`src/rtl/sr_cmd_sequencer_pkg.sv`:
```
// Shared types and constants for the SR command sequencer.
// Package sr_seq_pkg: command encoding, FSM states and CONFLICT policy codes.
package sr_seq_pkg;

    typedef enum logic {
        CMD_CLR = 1'b0,
        CMD_SET = 1'b1
    } cmd_t;

    typedef enum logic [1:0] {
        IDLE,
        PULSE,
        GAP
    } state_t;

    localparam int unsigned CONFLICT_DROP     = 0;
    localparam int unsigned CONFLICT_SET_WINS = 1;
    localparam int unsigned CONFLICT_CLR_WINS = 2;

    // Command that would leave the SR stage in state q (no-op pulse).
    function automatic cmd_t shadow_cmd(input logic q);
        return q ? CMD_SET : CMD_CLR;
    endfunction

endpackage

```
`src/rtl/sr_cmd_sequencer_if.sv`:
```
// Command handshake bundle between a command source and sr_cmd_sequencer.
interface sr_cmd_sequencer_if;

    logic cmd_valid;
    logic cmd_ready;
    logic set_req;
    logic clr_req;

    modport master (
        output cmd_valid,
        output set_req,
        output clr_req,
        input  cmd_ready
    );

    modport slave (
        input  cmd_valid,
        input  set_req,
        input  clr_req,
        output cmd_ready
    );

endinterface

```
`src/rtl/sr_cmd_sequencer_fifo.sv`:
```
// Command FIFO for sr_cmd_sequencer: DEPTH x cmd_t, extra pointer MSB
// distinguishes full from empty; read data is the current head.
module sr_cmd_fifo
    import sr_seq_pkg::*;
#(
    parameter int unsigned DEPTH = 4
) (
    input  logic clk,
    input  logic rst_n,
    input  logic push,
    input  cmd_t wr_data,
    input  logic pop,
    output cmd_t rd_data,
    output logic full,
    output logic empty
);

    localparam int unsigned AW = $clog2(DEPTH);

    cmd_t        mem [DEPTH];
    logic [AW:0] wr_ptr;
    logic [AW:0] rd_ptr;
    logic        wr_en;
    logic        rd_en;

    assign full  = (wr_ptr[AW] != rd_ptr[AW]) && (wr_ptr[AW-1:0] == rd_ptr[AW-1:0]);
    assign empty = (wr_ptr == rd_ptr);

    // A push while full is only safe when the head leaves in the same cycle.
    assign wr_en = push && (!full || pop);
    assign rd_en = pop && !empty;

    assign rd_data = mem[rd_ptr[AW-1:0]];

    always_ff @(posedge clk or negedge rst_n) begin
        if (!rst_n) begin
            wr_ptr <= '0;
            rd_ptr <= '0;
        end else begin
            if (wr_en) wr_ptr <= wr_ptr + 1'b1;
            if (rd_en) rd_ptr <= rd_ptr + 1'b1;
        end
    end

    always_ff @(posedge clk) begin
        if (wr_en) mem[wr_ptr[AW-1:0]] <= wr_data;
    end

endmodule

```
`src/rtl/sr_cmd_sequencer.sv`:
```
// Replays queued set/clear commands as registered, non-overlapping s/r pulses
// for a negedge SR stage. Optional macro SRSEQ_COALESCE_EN drops no-op commands.
module sr_cmd_sequencer
    import sr_seq_pkg::*;
#(
    parameter int unsigned DEPTH    = 4,
    parameter int unsigned PULSE_W  = 1,
    parameter int unsigned GAP_W    = 1,
    parameter int unsigned CONFLICT = CONFLICT_DROP
) (
    input  logic                      clk,
    input  logic                      rst_n,
    sr_cmd_sequencer_if.slave         cmd,
    output logic                      s,
    output logic                      r,
    output logic                      q_shadow,
    output logic                      busy,
    output logic [7:0]                drop_cnt
);

    localparam logic [3:0] PULSE_LD = 4'(PULSE_W - 1);
    localparam logic [3:0] GAP_LD   = (GAP_W == 0) ? 4'd0 : 4'(GAP_W - 1);

    // ---------------- command intake ----------------
    logic accept;
    logic push;
    cmd_t push_cmd;
    logic conflict_drop;

    logic full;
    logic empty;
    logic pop;
    cmd_t head;

    assign cmd.cmd_ready = !full;
    assign accept        = cmd.cmd_valid && !full;

    always_comb begin
        push          = 1'b0;
        push_cmd      = CMD_CLR;
        conflict_drop = 1'b0;
        if (accept) begin
            unique case ({cmd.set_req, cmd.clr_req})
                2'b10: begin
                    push     = 1'b1;
                    push_cmd = CMD_SET;
                end
                2'b01: begin
                    push     = 1'b1;
                    push_cmd = CMD_CLR;
                end
                2'b11: begin
                    if (CONFLICT == CONFLICT_SET_WINS) begin
                        push     = 1'b1;
                        push_cmd = CMD_SET;
                    end else if (CONFLICT == CONFLICT_CLR_WINS) begin
                        push     = 1'b1;
                        push_cmd = CMD_CLR;
                    end else begin
                        conflict_drop = 1'b1;
                    end
                end
                default: ;
            endcase
        end
    end

    sr_cmd_fifo #(
        .DEPTH (DEPTH)
    ) u_fifo (
        .clk     (clk),
        .rst_n   (rst_n),
        .push    (push),
        .wr_data (push_cmd),
        .pop     (pop),
        .rd_data (head),
        .full    (full),
        .empty   (empty)
    );

    // ---------------- pulse sequencer ----------------
    state_t     state,    state_n;
    logic [3:0] cnt,      cnt_n;
    cmd_t       cur,      cur_n;
    logic       s_n;
    logic       r_n;
    logic       q_n;
    logic       coalesce_hit;
    logic       coalesce;

`ifdef SRSEQ_COALESCE_EN
    assign coalesce_hit = (head == shadow_cmd(q_shadow));
`else
    assign coalesce_hit = 1'b0;
`endif

    assign coalesce = (state == IDLE) && !empty && coalesce_hit;

    // s_n and r_n are derived from one cmd_t, so they can never both be 1.
    always_comb begin
        state_n = state;
        cnt_n   = cnt;
        cur_n   = cur;
        s_n     = s;
        r_n     = r;
        q_n     = q_shadow;
        pop     = 1'b0;
        unique case (state)
            IDLE: begin
                if (!empty) begin
                    pop = 1'b1;
                    if (!coalesce_hit) begin
                        state_n = PULSE;
                        cnt_n   = PULSE_LD;
                        cur_n   = head;
                        s_n     = (head == CMD_SET);
                        r_n     = (head == CMD_CLR);
                    end
                end
            end
            PULSE: begin
                if (cnt == '0) begin
                    s_n = 1'b0;
                    r_n = 1'b0;
                    q_n = (cur == CMD_SET);
                    if (GAP_W > 0) begin
                        state_n = GAP;
                        cnt_n   = GAP_LD;
                    end else begin
                        state_n = IDLE;
                    end
                end else begin
                    cnt_n = cnt - 4'd1;
                end
            end
            GAP: begin
                if (cnt == '0) state_n = IDLE;
                else           cnt_n   = cnt - 4'd1;
            end
            default: begin
                state_n = IDLE;
                s_n     = 1'b0;
                r_n     = 1'b0;
            end
        endcase
    end

    always_ff @(posedge clk or negedge rst_n) begin
        if (!rst_n) begin
            state    <= IDLE;
            cnt      <= '0;
            cur      <= CMD_CLR;
            s        <= 1'b0;
            r        <= 1'b0;
            q_shadow <= 1'b0;
        end else begin
            state    <= state_n;
            cnt      <= cnt_n;
            cur      <= cur_n;
            s        <= s_n;
            r        <= r_n;
            q_shadow <= q_n;
        end
    end

    // ---------------- drop counter ----------------
    // Intake and coalesce drops can coincide, so the increment is 0..2.
    logic [1:0] drop_inc;
    logic [8:0] drop_sum;

    assign drop_inc = {1'b0, conflict_drop} + {1'b0, coalesce};
    assign drop_sum = {1'b0, drop_cnt} + {7'b0, drop_inc};

    always_ff @(posedge clk or negedge rst_n) begin
        if (!rst_n) drop_cnt <= '0;
        else        drop_cnt <= drop_sum[8] ? '1 : drop_sum[7:0];
    end

    assign busy = (state != IDLE) || !empty;

endmodule

```
`src/flat_wrapper.sv`:
```
// flat-port wrapper written by rule: the top's interface ports become plain ports
module sr_cmd_sequencer_flat import sr_seq_pkg::*;
#(
    parameter int unsigned DEPTH    = 4,
    parameter int unsigned PULSE_W  = 1,
    parameter int unsigned GAP_W    = 1,
    parameter int unsigned CONFLICT = CONFLICT_DROP
)
  (clk, rst_n, s, r, q_shadow, busy, drop_cnt, cmd_cmd_valid, cmd_set_req, cmd_clr_req, cmd_cmd_ready);
  sr_cmd_sequencer_if cmd_i ();
  input  logic clk;
  input  logic rst_n;
  output logic s;
  output logic r;
  output logic q_shadow;
  output logic busy;
  output logic [7:0] drop_cnt;
  input wire logic [$bits(cmd_i.cmd_valid)-1:0] cmd_cmd_valid;
  input wire logic [$bits(cmd_i.set_req)-1:0] cmd_set_req;
  input wire logic [$bits(cmd_i.clr_req)-1:0] cmd_clr_req;
  output wire logic [$bits(cmd_i.cmd_ready)-1:0] cmd_cmd_ready;
  assign cmd_i.cmd_valid = cmd_cmd_valid;
  assign cmd_i.set_req = cmd_set_req;
  assign cmd_i.clr_req = cmd_clr_req;
  assign cmd_cmd_ready = cmd_i.cmd_ready;
  sr_cmd_sequencer #(.DEPTH(DEPTH), .PULSE_W(PULSE_W), .GAP_W(GAP_W), .CONFLICT(CONFLICT)) u_core (.clk(clk), .rst_n(rst_n), .cmd(cmd_i), .s(s), .r(r), .q_shadow(q_shadow), .busy(busy), .drop_cnt(drop_cnt));
endmodule
```
`config.mk`:
```
export PLATFORM = sky130hd
export DESIGN_NAME = sr_cmd_sequencer_flat
export DESIGN_NICKNAME = d
export VERILOG_FILES = /design/src/rtl/sr_cmd_sequencer_pkg.sv /design/src/rtl/sr_cmd_sequencer_if.sv /design/src/rtl/sr_cmd_sequencer_fifo.sv /design/src/rtl/sr_cmd_sequencer.sv /design/src/flat_wrapper.sv
export SDC_FILE = /design/constraint.sdc
export NUM_CORES = 1
export LEC_CHECK = 0
export CELL_PAD_IN_SITES_DETAIL_PLACEMENT = 1
export CELL_PAD_IN_SITES_GLOBAL_PLACEMENT = 1
export CORE_ASPECT_RATIO = 1.4
export CORE_MARGIN = 4
export CORE_UTILIZATION = 44
export DETAILED_ROUTE_END_ITERATION = 7
export PLACE_DENSITY = 0.87
export SLEW_MARGIN = 25
export SYNTH_ARGS = -nofsm -noshare
export SYNTH_HDL_FRONTEND = slang
export SYNTH_SLANG_ARGS = --single-unit
```
`constraint.sdc`:
```
create_clock -name clk -period 2.8 [get_ports clk]
set_clock_uncertainty 0.15 [all_clocks]
set_input_delay 0.84 -clock clk [delete_from_list [all_inputs] [get_ports clk]]
set_output_delay 0.84 -clock clk [all_outputs]
set_load 0.05 [all_outputs]
```
**Yosys cells after proc, flatten, opt, wreduce, memory -nomap -nowiden**

Memory sizes are Yosys's and may differ from the RTL's.
Index checks and enable logic that the tools add are counted.
Widths: inputs -> output; s select.

- Flip-flop bits (word level): 24
- Input bits: 5
- Output and inout port bits: 13
- Word-level logic and storage cells: 71
- Bits in writable memories: 4
- Memories: 1

- Multiplexer cells: 24
- Eq/ne operators: 12
- Add/sub/neg operators: 4
- Bitwise gates (word level): 3
- Reductions and logical operators: 18

Memories:

| name | words | width | rd ports | clocked after memory_dff | wr ports | line | RTL |
|---|---|---|---|---|---|---|---|
| u_core.u_fifo.mem | 4 | 1 | 1 | 0 | 1 | sr_cmd_sequencer_fifo.sv:20 | `cmd_t mem [DEPTH];` |

Operators by type and width:

| operator | number |
|---|---|
| $mux 1 | 13 |
| $mux 4 | 3 |
| $pmux 4 s3 | 1 |
| $add 8x1->9 | 1 |
| $reduce_and 3->1 | 3 |
| $mux 8 | 1 |
| $add 3x1->3 const B | 2 |
| $eq 2x2->1 const B | 3 |
| $mux 2 | 3 |
| $pmux 1 s3 | 2 |
| $pmux 2 s3 | 1 |
| $eq 2x1->1 const B | 2 |
| $logic_and 1x1->1 | 4 |
| $logic_not 4->1 | 1 |
| $ne 2x1->1 const B | 2 |
| $ne 2x2->1 const B | 2 |
| $reduce_and 2->1 | 2 |
| $sub 4x1->4 const B | 1 |
| $eq 3x3->1 | 1 |
| $not 1->1 | 3 |
| $reduce_bool 3->1 | 1 |
| $eq 2x2->1 | 1 |
| $logic_not 1->1 | 2 |
| $logic_not 2->1 | 1 |
| other kinds (4) | 5 |

**Depth between registers and ports, before layout**

Gate-level depths: netlist (run 1).

- Depth after elaboration: 8
- Depth in mapped cells: 9
- Gate-level depth less buffers: 9

**Modules after synthesis**

Synthesis (run 1) repeated with hierarchy kept, for this count alone.

- Cells, all modules: 150
- Area, all modules: 1635.3 µm²

Modules (own cells, without submodules):

| module | area an instance (µm²) | seq. area each (µm²) | instances | cells an instance |
|---|---|---|---|---|
| sr_cmd_sequencer | 1067.3 | 450.4 | 1 | 107 |
| sr_cmd_fifo | 568.0 | 270.3 | 1 | 43 |

**Worst setup path after synthesis (run 1)**

OpenSTA, ideal clock, no wires.

- Path kind: register to register
- From: register u_core.u_fifo.rd_ptr[0]
- To: register u_core.drop_cnt[5]
- Stages on the path, launching flop included: 10
- Path slack: 0.112 ns
- Clock period less this slack: 2.688 ns
- Path buffers: 0
- Required time: 2.515 ns
- Arrival time: 2.404 ns
- Library setup time: 0.135 ns
- Path through: dfrtp_1 > xnor2_2 > nand3_1 > and3_1 > ha_1 > ha_1 > nand2_1 > nor2_1 > nand3_1 > o21ai_0

- Longest elaborated chain between the ends: 7

Ends and longest elaborated chain:

| what | line | RTL |
|---|---|---|
| start, declared | sr_cmd_sequencer_fifo.sv:22 | `logic [AW:0] rd_ptr;` |
| start signal, assigned | sr_cmd_sequencer_fifo.sv:41 | `if (rd_en) rd_ptr <= rd_ptr + 1'b1;` |
| $eq 2x2->1 | sr_cmd_sequencer_fifo.sv:26 | `assign full = (wr_ptr[AW] != rd_ptr[AW]) && (wr_ptr[AW-1:0] == rd_ptr[AW-1:0]);` |
| $logic_and 1x1->1 | sr_cmd_sequencer_fifo.sv:26 |  |
| $logic_not 1->1 | -- |  |
| via cmd_cmd_ready | flat_wrapper.sv:21 | `output wire logic [$bits(cmd_i.cmd_ready)-1:0] cmd_cmd_ready;` |
| $logic_and 1x1->1 | sr_cmd_sequencer.sv:36 | `assign accept = cmd.cmd_valid && !full;` |
| $mux 1 | sr_cmd_sequencer.sv:42 | `if (accept) begin` |
| $add 8x1->9 | sr_cmd_sequencer.sv:172 | `assign drop_sum = {1'b0, drop_cnt} + {7'b0, drop_inc};` |
| $mux 8 | sr_cmd_sequencer.sv:176 | `else drop_cnt <= drop_sum[8] ? '1 : drop_sum[7:0];` |
| end signal, assigned | sr_cmd_sequencer.sv:176 |  |
| end, declared | sr_cmd_sequencer.sv:18 | `output logic [7:0] drop_cnt` |

The timed path passes the listed nets, and every way through them passes these cells.
A chain may end at the register's enable or synchronous reset.

**Final worst setup path (run 1)**

- From: register u_core.u_fifo.rd_ptr[1]
- To: output busy

- Longest elaborated chain between the ends: 3

Ends and longest elaborated chain:

| what | line | RTL |
|---|---|---|
| $eq 3x3->1 | sr_cmd_sequencer_fifo.sv:27 | `assign empty = (wr_ptr == rd_ptr);` |
| $logic_not 1->1 | -- |  |
| $logic_or 1x1->1 | sr_cmd_sequencer.sv:179 | `assign busy = (state != IDLE) \|\| !empty;` |
| end, declared | flat_wrapper.sv:16 | `output logic busy;` |

Every way passes these cells.

==> summary.md, run 1 <==
| Metric | Value |
|---|---|
| Status | finished clean |
| Fmax | about 380 MHz |
| Layout Cells excl Fill | around 190 |
| Final Slew Violations | 0 |
| Share of layout cells above drive strength 1 | between 10% and 20% |
| P per Cell Area | between 1000 and 1500 nW/µm² |
| RSZ-0062 raised after global routing | no |
| CTS Sinks | 28 |
| Startpoint Class | register |
| Peak supply drop | around 0.7 mV |
| TritonCTS Buffers | 3 |
| CORE AREA | 3347 µm² |
| Setup violators final | 0 |
| Vias | 1,076 |
| Syn avg cell area | 11.66 µm² |
| Vias/cell | 5.546 |
| Critical path required time | roughly 1.8 ns |
| Slew of the pin with the lowest slew margin | 0.5160 ns |
| Layout Nets | 175 |
| Drt total wl | 3165 µm |
| Syn Inst Count | 131 |
| Hold/Removal Path Class | register to register |
| N_diodes | 0 |
| Main flop type after synthesis | dfrtp_1 |
| Largest net degree at the start of global routing | 25 |
| Synthesized area | about 1500 µm² |
| Relative slew margins | 65.49% |
| Setup ws final | 0.1832 ns |
| Deepest clock path buffer count | 2 |
| Pre-Repair DR Iteration Count | 4 |
| Worst-path maximum fanout | 5 |
| Most frequent cells in the layout | 24 x dfrtp_1, 15 x ha_1, 15 x clkdlybuf4s50_1, 11 x nand2_1, 11 x inv_1 |
| Ports | 18 |
| Chip Width | 57.80 µm |
| Num rows | 25 |
| Chip height | slightly below 80 µm |
| Lkg Pwr | 0.0008211 µW |
| Syn-to-layout area delta | 18.67% |
| Clock root buffer | clkbuf_8 |
| Period utilization | 93.46% |
| Cell count after placement | 190 |
| CP endpoint kind | output port |
| Placer's final routability congestion estimate | roughly 0.8 |
| Mapped Nets | 151 |
| Starting Density | between 40% and 50% |
| Overall power | 2247 µW |
| Per-cell routed wire length | 16.31 µm |
| FILL cells | approximately 350 |
| Placement Setup Slack | -0.07358 ns |
| Area of the die | 4492 µm² |
| I/O Buffers | 17 |
| Hpwl dp | about 2500 µm |
| Final hold viol count | 0 |
| Max-Cap Viols | 0 |
| Clock-pin slew on the worst setup and hold paths | 0.10 ns |
| EDFF count, synth | 4 |
| Initial DRC Count | 20 |
| Critical Path AT | 1.63 ns |
| WS Path Type | register to output port |
| Antenna viol nets, final | 0 |
| Post_cts resized | 0 |
| Period minus WS final | 2.617 ns |
| Worst skew pair latency | 0.27 ns |
| Number of synthesized register bits | 28 |
| Vias in the first global route | approximately 1,200 |
| Global-route wire length before repair | 5209 µm |
| Hold WS | approximately 0.36 ns |
| CTS tree | built |
| FFs w/ async S/R, synth | ~86% |
| Initial antenna violation count | 0 |
| # DRC | 0 |
| Setup Fix Bufs, Post-CTS | 0 |
| Hold_buf cts | 0 |
| All-Layer GR Usage | 15.15% |
| Yosys warnings | 0 |
| Leading cell type in the layout, fill and taps excluded | dfrtp_1 |
| H-tree levels | 1 |
| Register area share after synthesis | 47.17% |
| Yosys cell types | 35 |
| GRT overflow | 0 |
-- worst paths after layout --
| check | from | endpoint | slack [ns] | depth (start not counted) |
|---|---|---|---|---|
| max in group asynchronous | rst_n | u_core.cnt[0]$_DFFE_PN0P_ | 1.49 | 2 |
| min | u_core.cur$_DFFE_PN0P_ | u_core.q_shadow$_DFFE_PN0P_ | 0.36 | 1 |
| max reg2reg | u_core.u_fifo.rd_ptr[1]$_DFFE_PN0P_ | u_core.drop_cnt[5]$_DFF_PN0_ | 0.39 | 9 |
| max | u_core.u_fifo.rd_ptr[1]$_DFFE_PN0P_ | busy | 0.18 | 3 |
| min reg2reg | u_core.cur$_DFFE_PN0P_ | u_core.q_shadow$_DFFE_PN0P_ | 0.36 | 1 |
| min in group asynchronous | rst_n | u_core.q_shadow$_DFFE_PN0P_ | 0.77 | 2 |
-- kinds of logic after synthesis --
kind of cell,synth area share (%)
AND/OR/NAND/NOR,13.92
flip-flops,47.18
AO/OA/AOI/OAI,10.81
adder cells (fa/ha/maj),12.29
XOR/XNOR,7.781
buffers and inverters,2.703
multiplexers,5.324
-- cells in the mapped netlist, types with 2 or more instances --
master,count,share of area (%)
nand3_1,7,2.3
nand2_1,11,2.7
nor2_1,2,0.49
xnor2_2,2,2.1
xor2_1,2,1.1
ha_1,15,12
dfrtp_1,24,39
and2_2,3,1.5
mux2_2,4,2.9
o2bb2ai_1,3,1.7
o21ai_0,3,0.98
nand2b_1,3,1.2
nor3_1,3,0.98
edfxtp_1,4,7.9
xnor2_1,6,3.4
and3_1,3,1.2
inv_1,11,2.7
a21oi_1,8,2.6
-- power by group --
part | total, µW | leakage, µW | switching [µW] | internal [µW]
combinational | 1270 | 0.000450 | 759 | 513
clock | 254 | 0.0000288 | 128 | 126
sequential | 720 | 0.000342 | 156 | 564
-- flip-flops by register name, indices dropped and copies added, names as in the netlist, 2 cells and up --
name / cells
u_core.u_fifo.wr_ptr: 3
u_core.state: 2
u_core.cnt: 4
u_core.u_fifo.mem: 4
u_core.drop_cnt: 8
u_core.u_fifo.rd_ptr: 3
-- critical path: stages (launching register included) --
cell and delay (ns):
dfrtp_1 0.46, xnor2_2 0.38, nand4_1 0.25, buf_4 0.26
-- routing by layer --
| layer | up-vias | wire [µm] | global-route usage (%) |
|---|---|---|---|
| li1 | 506 | - | - |
| met1 | 546 | 1165 | 14.62 |
| met2 | 18 | 1867 | 30.09 |
| met3 | 6 | 82 | 2.496 |
| met4 | 0 | 49 | 6.032 |
| met5 | - | 0 | 0 |
-- metrics by stage --
step	TNS (ns)	cell area [µm²]	util, %
after CTS	0	1813	54.17
after global routing	0	1813	54.17
final	0	1813	54.17
after global placement	0	1758	52.52
after detailed placement	-0.2969	1758	52.52
after floorplan	0	1528	-
-- final cells by class --
type / instances / area (µm²) / share of cell area (%)
Multi-Input combinational cell: 92 / 765.7 / 42.24
Tap cell: 40 / 50.05 / 2.761
Inverter: 11 / 41.29 / 2.277
Clock buffer: 4 / 55.05 / 3.037
Sequential cell: 28 / 720.7 / 39.75
Timing Repair Buffer: 19 / 180.2 / 9.938
No activity file was read; power rests on OpenSTA's default activity.
==> inputs of run 2 (changes only) <==
--- a/config.mk
+++ b/config.mk
@@ -9,9 +9,9 @@
 export CELL_PAD_IN_SITES_GLOBAL_PLACEMENT = 1
 export CORE_ASPECT_RATIO = 1.4
 export CORE_MARGIN = 4
-export CORE_UTILIZATION = 44
+export CORE_UTILIZATION = 47
 export DETAILED_ROUTE_END_ITERATION = 7
-export PLACE_DENSITY = 0.87
+export PLACE_DENSITY = 0.92
 export SLEW_MARGIN = 25
 export SYNTH_ARGS = -nofsm -noshare
 export SYNTH_HDL_FRONTEND = slang
==> constraint.sdc (replaced) <==
create_clock -name clk -period 3.3 [get_ports clk]
set_clock_uncertainty 0.15 [all_clocks]
set_input_delay 0.99 -clock clk [delete_from_list [all_inputs] [get_ports clk]]
set_output_delay 0.99 -clock clk [all_outputs]
set_load 0.05 [all_outputs]
==> summary.md, run 2 (synthesized netlist as in run 1, its figures left out) <==
| Metric | Value |
|---|---|
| Chip Width | 56.19 µm (-2.8%) |
| Area of the die | 4240 µm² (-5.6%) |
| Slew of the pin with the lowest slew margin | 0.5418 ns (+0.02575 ns) |
| Status | finished clean |
| Setup Fix Bufs, Post-CTS | 0 (unchanged) |
| Global-route wire length before repair | 5775 µm (+11%) |
| Period utilization | 93.24% |
| Hold/Removal Path Class | register to register |
| Initial DRC Count | 29 (+45%) |
| Hpwl dp | 2517 µm (-0.21%) |
| Startpoint Class | register |
| Worst Path Buf+Inv | 1 (unchanged) |
| Max-Cap Viols | 0 (unchanged) |
| Clock power share | 13.7% (+2.4 points) |
| Biggest register | u_core.drop_cnt |
| Vias in the first global route | 1,238 (+5.3%) |
| Largest net degree at the start of global routing | 25 (unchanged) |
| CP max stage cell | dlygate4sd2_1 |
| Layout Cells excl Fill | 192 (-1.0%) |
| N_diodes | 0 (unchanged) |
| Layout Nets | 174 (-0.57%) |
| Int Pwr | 1075 µW (-11%) |
| Period minus WS final | 3.077 ns |
| Setup violators final | 0 (unchanged) |
| # DRC | 0 (unchanged) |
| Clock-pin slew on the worst setup and hold paths | 0.09 ns (about the same) |
| Max reg flops | 8 (unchanged) |
| Vias | 1,067 (-0.84%) |
| Worst-path maximum fanout | 5 (unchanged) |
| TritonCTS Buffers | 3 (unchanged) |
| H-tree levels | 1 (unchanged) |
| Fmax | 325.0 MHz |
| Sw Pwr | 904.1 µW (-13%) |
| Lkg Pwr | 0.0008230 µW (+0.24%) |
| CP endpoint kind | output port |
| Deepest clock path buffer count | 2 (unchanged) |
| Critical path required time | 2.16 ns (+0.35 ns) |
| Crit path max-delay family | buffers and inverters |
| Logic pwr share | 55.4% (-1.2 points) |
| Final Slew Violations | 0 (unchanged) |
| Critical Path AT | 1.94 ns (+0.31 ns) |
| Flop pwr share | 30.9% (-1.2 points) |
| GRT overflow | 0 (unchanged) |
| I/O Buffers | 17 (unchanged) |
| Most frequent cells in the layout | 24 x dfrtp_1, 15 x ha_1, 15 x clkdlybuf4s50_1, 11 x nand2_1, 11 x inv_1 |
| Per-cell routed wire length | 17.21 µm (+5.5%) |
| Share of layout cells above drive strength 1 | 12.42% (-1.9 points) |
| Chip height | 75.46 µm (-2.9%) |
| Relative slew margins | 63.77% (-1.7 points) |
| Cell count after placement | 188 (-1.1%) |
| Worst skew pair latency | 0.28 ns (about the same) |
| Num rows | 24 (-4.0%) |
| Leading cell type in the layout, fill and taps excluded | dfrtp_1 |
| Initial antenna violation count | 0 (unchanged) |
| Starting Density | 48.92% (+3.3 points) |
| Ports | 18 (unchanged) |
| Pre-Repair DR Iteration Count | 4 (unchanged) |
| Clock root buffer | clkbuf_8 |
| Peak supply drop | 0.5525 mV (-19%) |
| Flop2flop setup slack | 0.72 ns (+0.33 ns) |
| Drt total wl | 3304 µm (+4.4%) |
| Antenna viol nets, final | 0 (unchanged) |
| WS Path Type | register to output port |
| Syn-to-layout area delta | 19.57% |
| Crit path cell chain | xnor2_2 -> nand4_1 -> dlygate4sd2_1 |
| CTS Sinks | 28 (unchanged) |
| CTS tree | built |
| CORE AREA | 3123 µm² (-6.7%) |
| Final setup TNS | 0 ns (unchanged) |
| RSZ-0062 raised after global routing | no |
| Slowest stage delay, CP | 0.51 ns (+0.05 ns) |
| P per Cell Area | 1084 nW/µm² (-13%) |
| All-Layer GR Usage | 18.06% (+2.9 points) |
| Switching share of power | 45.68% (-0.75 points) |
| Vias/cell | 5.557 (+0.20%) |
| Overall power | 1979 µW (-12%) |
| Final hold viol count | 0 (unchanged) |
| Placer's final routability congestion estimate | 0.7861 (-3.9%) |
-- run 2: cell type report --
type,instances,area (µm²)
Clock inverter,1,30.03
Timing Repair Buffer,18,178.9
Clock buffer,3,41.29
Fill cell,340,1296
Sequential cell,28,720.7
Inverter,11,41.29
Tap cell,39,48.80
Multi-Input combinational cell,92,765.7
-- run 2: layer usage --
| metal | vias up | share of wire, % | wire (µm) | track usage, % |
|---|---|---|---|---|
| li1 | 504 | - | - | - |
| met1 | 539 | 39 | 1292 | 18.59 |
| met2 | 15 | 55 | 1819 | 32.90 |
| met3 | 9 | 2.8 | 91 | 4.068 |
| met4 | 0 | 3.1 | 102 | 12.40 |
| met5 | - | 0 | 0 | 0 |
-- run 2: timing repair --
| item | CTS | global route |
|---|---|---|
| endpoints found under the setup margin | 1 | 1 |
| hold buffers | 0 | 0 |
| resized for setup | 1 | 1 |
-- run 2: worst register-to-register path, delay by kind of cell (launching register included) --
kind	cells	cell delay (ns)
AO/OA/AOI/OAI	1	0.15
XOR/XNOR	1	0.38
AND/OR/NAND/NOR	5	0.87
flip-flops	1	0.47
adder cells (fa/ha/maj)	2	0.43
-- run 2: final timing paths --
kind | startpoint | endpoint | depth (start not counted)
setup / recovery | u_core.u_fifo.rd_ptr[0]$_DFFE_PN0P_ | busy | 3
hold / removal | u_core.s$_DFFE_PN0P_ | u_core.s$_DFFE_PN0P_ | 1
setup reg to reg | u_core.u_fifo.rd_ptr[0]$_DFFE_PN0P_ | u_core.drop_cnt[5]$_DFF_PN0_ | 9
hold reg to reg | u_core.s$_DFFE_PN0P_ | u_core.s$_DFFE_PN0P_ | 1
max in group asynchronous | rst_n | u_core.state[1]$_DFFE_PN0P_ | 2
min in group asynchronous | rst_n | u_core.u_fifo.rd_ptr[1]$_DFFE_PN0P_ | 2
-- run 2: metrics by stage --
stage / instance area, µm² / utilization [%] / hold WS, ns / setup slack [ns]
final: 1827 / 58.49 / 0.3603 / 0.2232
after global placement: 1754 / 56.17 / 0.3308 / 0.3220
after floorplan: 1528 / - / 0.3249 / 0.6115
after global routing: 1827 / 58.49 / 0.3875 / 0.1262
after CTS: 1824 / 58.41 / 0.3641 / 0.07690
after detailed placement: 1754 / 56.17 / 0.3369 / 0.1528
-- run 2: power by group through the flow --
stage / clock network [µW] / logic [µW] / registers, µW
5_1_grt: 298 / 1190 / 635
4_1_cts: 282 / 1110 / 614
3_3_place_gp: 0 / 1040 / 606
6_report: 272 / 1100 / 611
2_1_floorplan: 0 / 671 / 727
3_5_place_dp: 0 / 1080 / 619
==> inputs of run 3 (changes only) <==
--- a/config.mk
+++ b/config.mk
@@ -11,6 +11,7 @@
 export CORE_MARGIN = 4
 export CORE_UTILIZATION = 47
 export DETAILED_ROUTE_END_ITERATION = 7
+export GPL_ROUTABILITY_DRIVEN = 0
 export PLACE_DENSITY = 0.92
 export SLEW_MARGIN = 25
 export SYNTH_ARGS = -nofsm -noshare
==> results of run 3 <==
The final DEF is identical to that of run 2; final timing and power are the same.
